[config.mk]
export PLATFORM = sky130hd
export DESIGN_NAME = pad_input_filter
export DESIGN_NICKNAME = d
export VERILOG_FILES = /design/src/rtl/pad_input_filter.sv
export SDC_FILE = /design/constraint.sdc
export NUM_CORES = 1
export LEC_CHECK = 0
export ABC_AREA = 1
export CAP_MARGIN = 20
export CORE_MARGIN = 2
export CORE_UTILIZATION = 45
export DETAILED_ROUTE_END_ITERATION = 6
export PLACE_DENSITY_LB_ADDON = 0.2
export SYNTH_ARGS = -nofsm -noshare
export SYNTH_HDL_FRONTEND = slang
export SYNTH_SLANG_ARGS = --single-unit
[constraint.sdc]
create_clock -name clk_i -period 1.52 [get_ports clk_i]
set_input_delay 0.304 -clock clk_i [delete_from_list [all_inputs] [get_ports clk_i]]
set_output_delay 0.304 -clock clk_i [all_outputs]
set_load 0.005 [all_outputs]
[src/rtl/pad_input_filter.sv]
// Pad input conditioner: synchronizer chain, debounce FSM, edge pulses and optional rise counter.
// Defining PAD_INPUT_FILTER_EVT_CNT_EN builds the rising-edge event counter.
module pad_input_filter #(
   parameter int unsigned SYNC_STAGES     = 2,
   parameter int unsigned DEBOUNCE_CYCLES = 16,
   parameter logic        RST_VAL         = 1'b0
) (
   input  logic        clk_i,
   input  logic        rst_ni,
   input  logic        pad_i,
   input  logic        en_i,
   input  logic        clr_i,
   output logic        filt_o,
   output logic        rise_o,
   output logic        fall_o,
   output logic [15:0] evt_cnt_o
);

   localparam logic [15:0] CntLast = 16'(DEBOUNCE_CYCLES - 1);

   typedef enum logic [1:0] {
      StStableLo = 2'd0,
      StPendHi   = 2'd1,
      StStableHi = 2'd2,
      StPendLo   = 2'd3
   } state_e;

   logic [SYNC_STAGES-1:0] sync_q;
   logic                   s;
   state_e                 state_q, state_d;
   logic [15:0]            cnt_q, cnt_d;
   logic                   filt_q, filt_d;
   logic                   rise_q, rise_d;
   logic                   fall_q, fall_d;

   always_ff @(posedge clk_i) begin
      if (!rst_ni) begin
         sync_q <= {SYNC_STAGES{RST_VAL}};
      end else begin
         sync_q <= {sync_q[SYNC_STAGES-2:0], pad_i};
      end
   end

   assign s = sync_q[SYNC_STAGES-1];

   always_comb begin
      state_d = state_q;
      cnt_d   = cnt_q;
      if (!en_i) begin
         // Disabled: drop any pending change and hold the committed level.
         cnt_d = 16'd0;
         if (state_q == StPendHi) state_d = StStableLo;
         if (state_q == StPendLo) state_d = StStableHi;
      end else begin
         unique case (state_q)
            StStableLo: begin
               if (s) begin
                  if (DEBOUNCE_CYCLES == 1) begin
                     state_d = StStableHi;
                  end else begin
                     state_d = StPendHi;
                     cnt_d   = 16'd1;
                  end
               end
            end
            StPendHi: begin
               if (!s) begin
                  state_d = StStableLo;
                  cnt_d   = 16'd0;
               end else if (cnt_q == CntLast) begin
                  state_d = StStableHi;
                  cnt_d   = 16'd0;
               end else begin
                  cnt_d = cnt_q + 16'd1;
               end
            end
            StStableHi: begin
               if (!s) begin
                  if (DEBOUNCE_CYCLES == 1) begin
                     state_d = StStableLo;
                  end else begin
                     state_d = StPendLo;
                     cnt_d   = 16'd1;
                  end
               end
            end
            StPendLo: begin
               if (s) begin
                  state_d = StStableHi;
                  cnt_d   = 16'd0;
               end else if (cnt_q == CntLast) begin
                  state_d = StStableLo;
                  cnt_d   = 16'd0;
               end else begin
                  cnt_d = cnt_q + 16'd1;
               end
            end
            default: begin
               state_d = StStableLo;
               cnt_d   = 16'd0;
            end
         endcase
      end
      filt_d = (state_d == StStableHi) || (state_d == StPendLo);
      rise_d = (state_d == StStableHi) && ((state_q == StStableLo) || (state_q == StPendHi));
      fall_d = (state_d == StStableLo) && ((state_q == StStableHi) || (state_q == StPendLo));
   end

   always_ff @(posedge clk_i) begin
      if (!rst_ni) begin
         state_q <= RST_VAL ? StStableHi : StStableLo;
         cnt_q   <= 16'd0;
         filt_q  <= RST_VAL;
         rise_q  <= 1'b0;
         fall_q  <= 1'b0;
      end else begin
         state_q <= state_d;
         cnt_q   <= cnt_d;
         filt_q  <= filt_d;
         rise_q  <= rise_d;
         fall_q  <= fall_d;
      end
   end

   assign filt_o = filt_q;
   assign rise_o = rise_q;
   assign fall_o = fall_q;

`ifdef PAD_INPUT_FILTER_EVT_CNT_EN
   logic [15:0] evt_cnt_q;

   // Clear takes priority over a coincident rise pulse.
   always_ff @(posedge clk_i) begin
      if (!rst_ni) begin
         evt_cnt_q <= 16'd0;
      end else if (clr_i) begin
         evt_cnt_q <= 16'd0;
      end else if (rise_q && (evt_cnt_q != 16'hFFFF)) begin
         evt_cnt_q <= evt_cnt_q + 16'd1;
      end
   end

   assign evt_cnt_o = evt_cnt_q;
`else
   logic unused_clr;
   assign unused_clr = clr_i;
   assign evt_cnt_o  = 16'h0000;
`endif

endmodule

# Word-level counts from Yosys, hierarchy flattened

Index checks and enable logic that the tools add are counted.
W data, S select, Z words.

Register bits after elaboration: 23

Add/subtract/negate cells: 1
Equality and inequality tests: 8
Mux-type cells: 16
Reduce and logical (&&, ||, !) cells: 9

Operator list:

| cell                    | count |
|---|---|
| $mux W16                | 5 |
| $pmux W16 S4            | 1 |
| $mux W2                 | 9 |
| $add A16 B1 Y16 const B | 1 |
| $eq A16 B4 Y1 const B   | 1 |
| $eq A2 B2 Y1 const B    | 4 |
| $pmux W2 S4             | 1 |
| $logic_not A2 Y1        | 2 |
| $ne A2 B2 Y1 const B    | 2 |
| $reduce_and A2 Y1       | 2 |
| $logic_or A1 B1 Y1      | 3 |
| $eq A2 B1 Y1 const B    | 1 |
| $logic_and A1 B1 Y1     | 2 |

# Logic depth before layout (Yosys ltp)

Depth in word-level cells: 7
Depth in mapped cells: 11
Depth with buffers taken out: 10

# Worst setup path before layout

OpenSTA, ideal clock, no wires.

Path type: register to register
Start point: register cnt_q[0]
End point: register cnt_q[3]
Setup time: 115 ps
Data arrival time: 1,237 ps
Data required time: 1,405 ps
Slack: 168 ps
Cell stages (with the launch flop): 11
Clock period less this slack: 1,352 ps
Path through: dfxtp_1 -> ha_1 -> nand2_1 -> clkinv_1 -> nand2_1 -> nor2_2 -> nand2_2 -> nand2_4 -> nand2_2 -> nand2_4 -> nor2_1

Longest elaborated chain between the ends: 4
Elaborated cells on any way between the ends: 6
Classes of those cells: 1 x add/sub; 1 x eq/ne; 4 x mux

Ends and longest elaborated chain:

| what                                             | RTL line | text |
|---|---|---|
| from (decl)                                      | 31       | `logic [15:0] cnt_q, cnt_d;` |
| from (signal assigned)                           | 118      | `cnt_q <= cnt_d;` |
| $add A16 B1 Y16 or $eq A16 B4 Y1 (tied branches) | n/a      |  |
| $mux W16 *                                       | 70, 91   |  |
| $mux W16 (on tied branches)                      | 88, 67   |  |
| $pmux W16 S4 *                                   | 55       | `unique case (state_q)` |

Mark *: on every way between the ends. The rest lies on a longest branch, timed or not.
A chain may end at the register's enable or synchronous reset.

# Final worst setup path

Start point: register rise_q, in the netlist rise_o
End point: output port rise_o

RTL lines:

| what                   | RTL line | text |
|---|---|---|
| from (decl)            | 33       | `logic rise_q, rise_d;` |
| from (signal assigned) | 120      | `rise_q <= rise_d;` |
| to (decl)              | 14       | `output logic rise_o,` |

No word-level cell between the ends.

==> flow_summary_export.csv <==
group,metric,value,unit
place,port_buffers,6,
cells_and_area,seq_area,463,sq um
cells_and_area,layout.cells.non_filler,227,
floorplanning,die_w,59.4,um
logic_synthesis,yosysUniqueCellTypes,28,
timing,finalSetupTns,0,ns
logic_synthesis,yosysTopAreaCellShare,33.4,%
detailed_routing,drc_errors,0,
global_route,grt_pass1_vias,1063,
setup_path,start_kind,"register",
clock_network,clk_path_buf_depth,2,
cells_and_area,multi_input_area,762,sq um
pwr,max-vdd-ir-drop,336,uV
pwr,power_density,650,nW/um^2
timing,hold_viol,0,
global_route,globalRouteTotalUtil,16.0,%
cells_and_area,syn_to_final_growth,6.26,%
cells_and_area,nNetsFinal,201,
timing,fin_skew,0.00165,ns
setup_path,required,1.22,ns
clock_network,clkSlewWorstSetupHoldPaths,0.12,ns
global_route,grt_pass1_wl,4370,um
timing,slew_viol_final,0,
worst_hold_path,hold_path_class,"register to register",
clock_network,numClockSinks,23,
clock_network,cts-root-buf,"clkbuf_4",
detailed_routing,ant_nets,0,
floorplanning,core_area,2980,sq um
floorplanning,die_area,3520,sq um
setup_path,endpoint_kind,"output pin",
logic_synthesis,synth_compound_gate_area_share,4.63,%
pwr,finalPower,953,uW
timing,timing.fmax,0.695,GHz
floorplanning,die_y,59.4,um
global_route,antenna_found_initial,0,
timing,rsz0062_at_grt,"false",
setup_path,critical_path.top_delay_family,"buffers and inverters",
logic_synthesis,synth-adder-area-share,0.907,%
clock_network,cts_hold_buf,0,
cells_and_area,diodes,0,
setup_path,crit_chain,"clkdlybuf4s50_1",
logic_synthesis,synth_flop_cell,"dfxtp_1",
logic_synthesis,synthArstFlopShare,0,%
cells_and_area,drive_above_1_share,22.2,%
logic_synthesis,synthSimpleGateAreaFrac,42.1,%
place,hpwl,1900,um
setup_path,cp_slowest_cell,"clkdlybuf4s50_1",
clock_network,cts_made_buffers,3,
logic_synthesis,synth_edf_count,0,
run_status,status,"complete, no violations",
timing,min_period,1.44,ns
clock_network,cts_max_level,1,
place,place_congestion,0.728,
flow_run,drv_cap,0,
timing,timing.final.crit_share,94.6,%
detailed_routing,routed_wl,2340,um
logic_synthesis,yosysMostFrequentCell,"nand2_1",
logic_synthesis,synthXorXnorAreaFrac,2.54,%
logic_synthesis,yosys_warnings,0,
setup_path,crit_path_max_incr_delay,0.49,ns
cells_and_area,fillers,306,
timing,setup_viol,0,
logic_synthesis,synthMuxAreaShare,0,%
floorplanning,rows,20,
logic_synthesis,syn-instance-count,182,
detailed_routing,dr.pass1.iters,4,
global_route,grt_overflow,0,
global_route,grt_max_degree,13,
cells_and_area,final_area,1470,sq um
logic_synthesis,synth_area_per_cell,7.58,sq um
setup_path,path_max_fanout,1,
detailed_routing,viasPerCell,4.55,
detailed_routing,vias,1032,
detailed_routing,wl_per_cell,10.3,um
place,placed_area,1430,sq um
logic_synthesis,synth_top_cell_by_area,"dfxtp_1",
detailed_routing,drt_iter0_markers,27,
logic_synthesis,ys_ff_latch,23,
setup_path,path_buf_inv,1,
pwr,leakage,0.000629,uW
floorplanning,io_pins,24,
setup_path,cp.arrival,1.13,ns
place,dpl.cell_count,223,
logic_synthesis,syn_area,1380,sq um
clock_network,cts_tree,"yes",
logic_synthesis,synth_top_family_by_area,"simple AND/OR/NAND/NOR gates",
floorplanning,start_util,46.3,%
logic_synthesis,ys_seq_area_share,33.4,%
setup_path,path_class,"register to output pin",
logic_synthesis,synth_commonest_cells,"38 x nand2_1, 26 x nor2_1, 23 x dfxtp_1, 19 x inv_1, 16 x buf_4",
clock_network,insertion_delay,0.30,ns
logic_synthesis,ys_top_cells_by_area,"dfxtp_1 33%, nand2_1 10%, buf_4 8.7%",
-- routing by layer --
layer  wire length, um  part of all wire (%)  GRT usage, %
met1              1030                    44          18.8
met2              1220                    52          29.8
met3                72                   3.1          2.18
met4                19                  0.81          4.87
met5                 0                     0             0
-- kinds of logic after synthesis --
kind of cell,count (synthesis)
other,1
buffers and inverters,39
AND/OR/NAND/NOR,105
flip-flops,23
XOR/XNOR,4
adder cells (fa/ha/maj),1
AO/OA/AOI/OAI,9
-- placed cells by master (no fill, tap or decap), drive strengths merged --
cell,instances
a21o,1
a21oi,6
a31oi,1
buf,4
clkbuf,4
clkdlybuf4s50,6
conb,16
dfxtp,23
ha,1
inv,22
nand2,48
nand3,11
nand3b,1
nand4,4
nor2,36
nor3,5
o2111ai,1
xnor2,1
xor2,3
-- layout make-up --
| type | count | share of cell area (%) |
|---|---|---|
| Clock buffer | 4 | 1.79 |
| Inverter | 22 | 5.64 |
| Multi-Input combinational cell | 135 | 52.0 |
| Sequential cell | 23 | 31.6 |
| Tap cell | 33 | 2.82 |
| Timing Repair Buffer | 10 | 6.15 |
-- path summary, 6_finish.rpt --
kind                to  slack [ns]      start  depth (start not counted)
max reg2reg   cnt_q[3]        0.13   cnt_q[0]                         10
min reg2reg  sync_q[1]        0.43  sync_q[0]                          2
min          sync_q[1]        0.43  sync_q[0]                          2
max             rise_o        0.08     rise_o                          1
-- through the flow --
| step | utilization (%) | hold slack (ns) | setup WS (ns) |
|---|---|---|---|
| 2_1_floorplan | - | 0.390 | 0.168 |
| 3_3_place_gp | 47.9 | 0.399 | 0.0893 |
| 3_5_place_dp | 47.9 | 0.407 | 0.0666 |
| 4_1_cts | 48.8 | 0.433 | 0.0540 |
| 5_1_grt | 49.2 | 0.453 | 0.00309 |
| 6_report | 49.2 | 0.430 | 0.0818 |
-- repair_timing --
item,CTS,global route
endpoints found under the setup margin,0,14
setup buffers,0,0
resized for setup,0,6
-- registers in the layout (all words and copies together) (netlist names) --
signal and cells:
filt_o 1, fall_o 1, cnt_q 16, sync_q 2, rise_o 1, state_q 2
-- power by group --
part	switching [uW]	leakage (uW)	total [uW]	internal, uW
Clock	180	0.0000150	283	102
Sequential	2.06	0.000187	608	606
Combinational	41.4	0.000427	62.1	20.6
(Power assumes the default switching activity.)
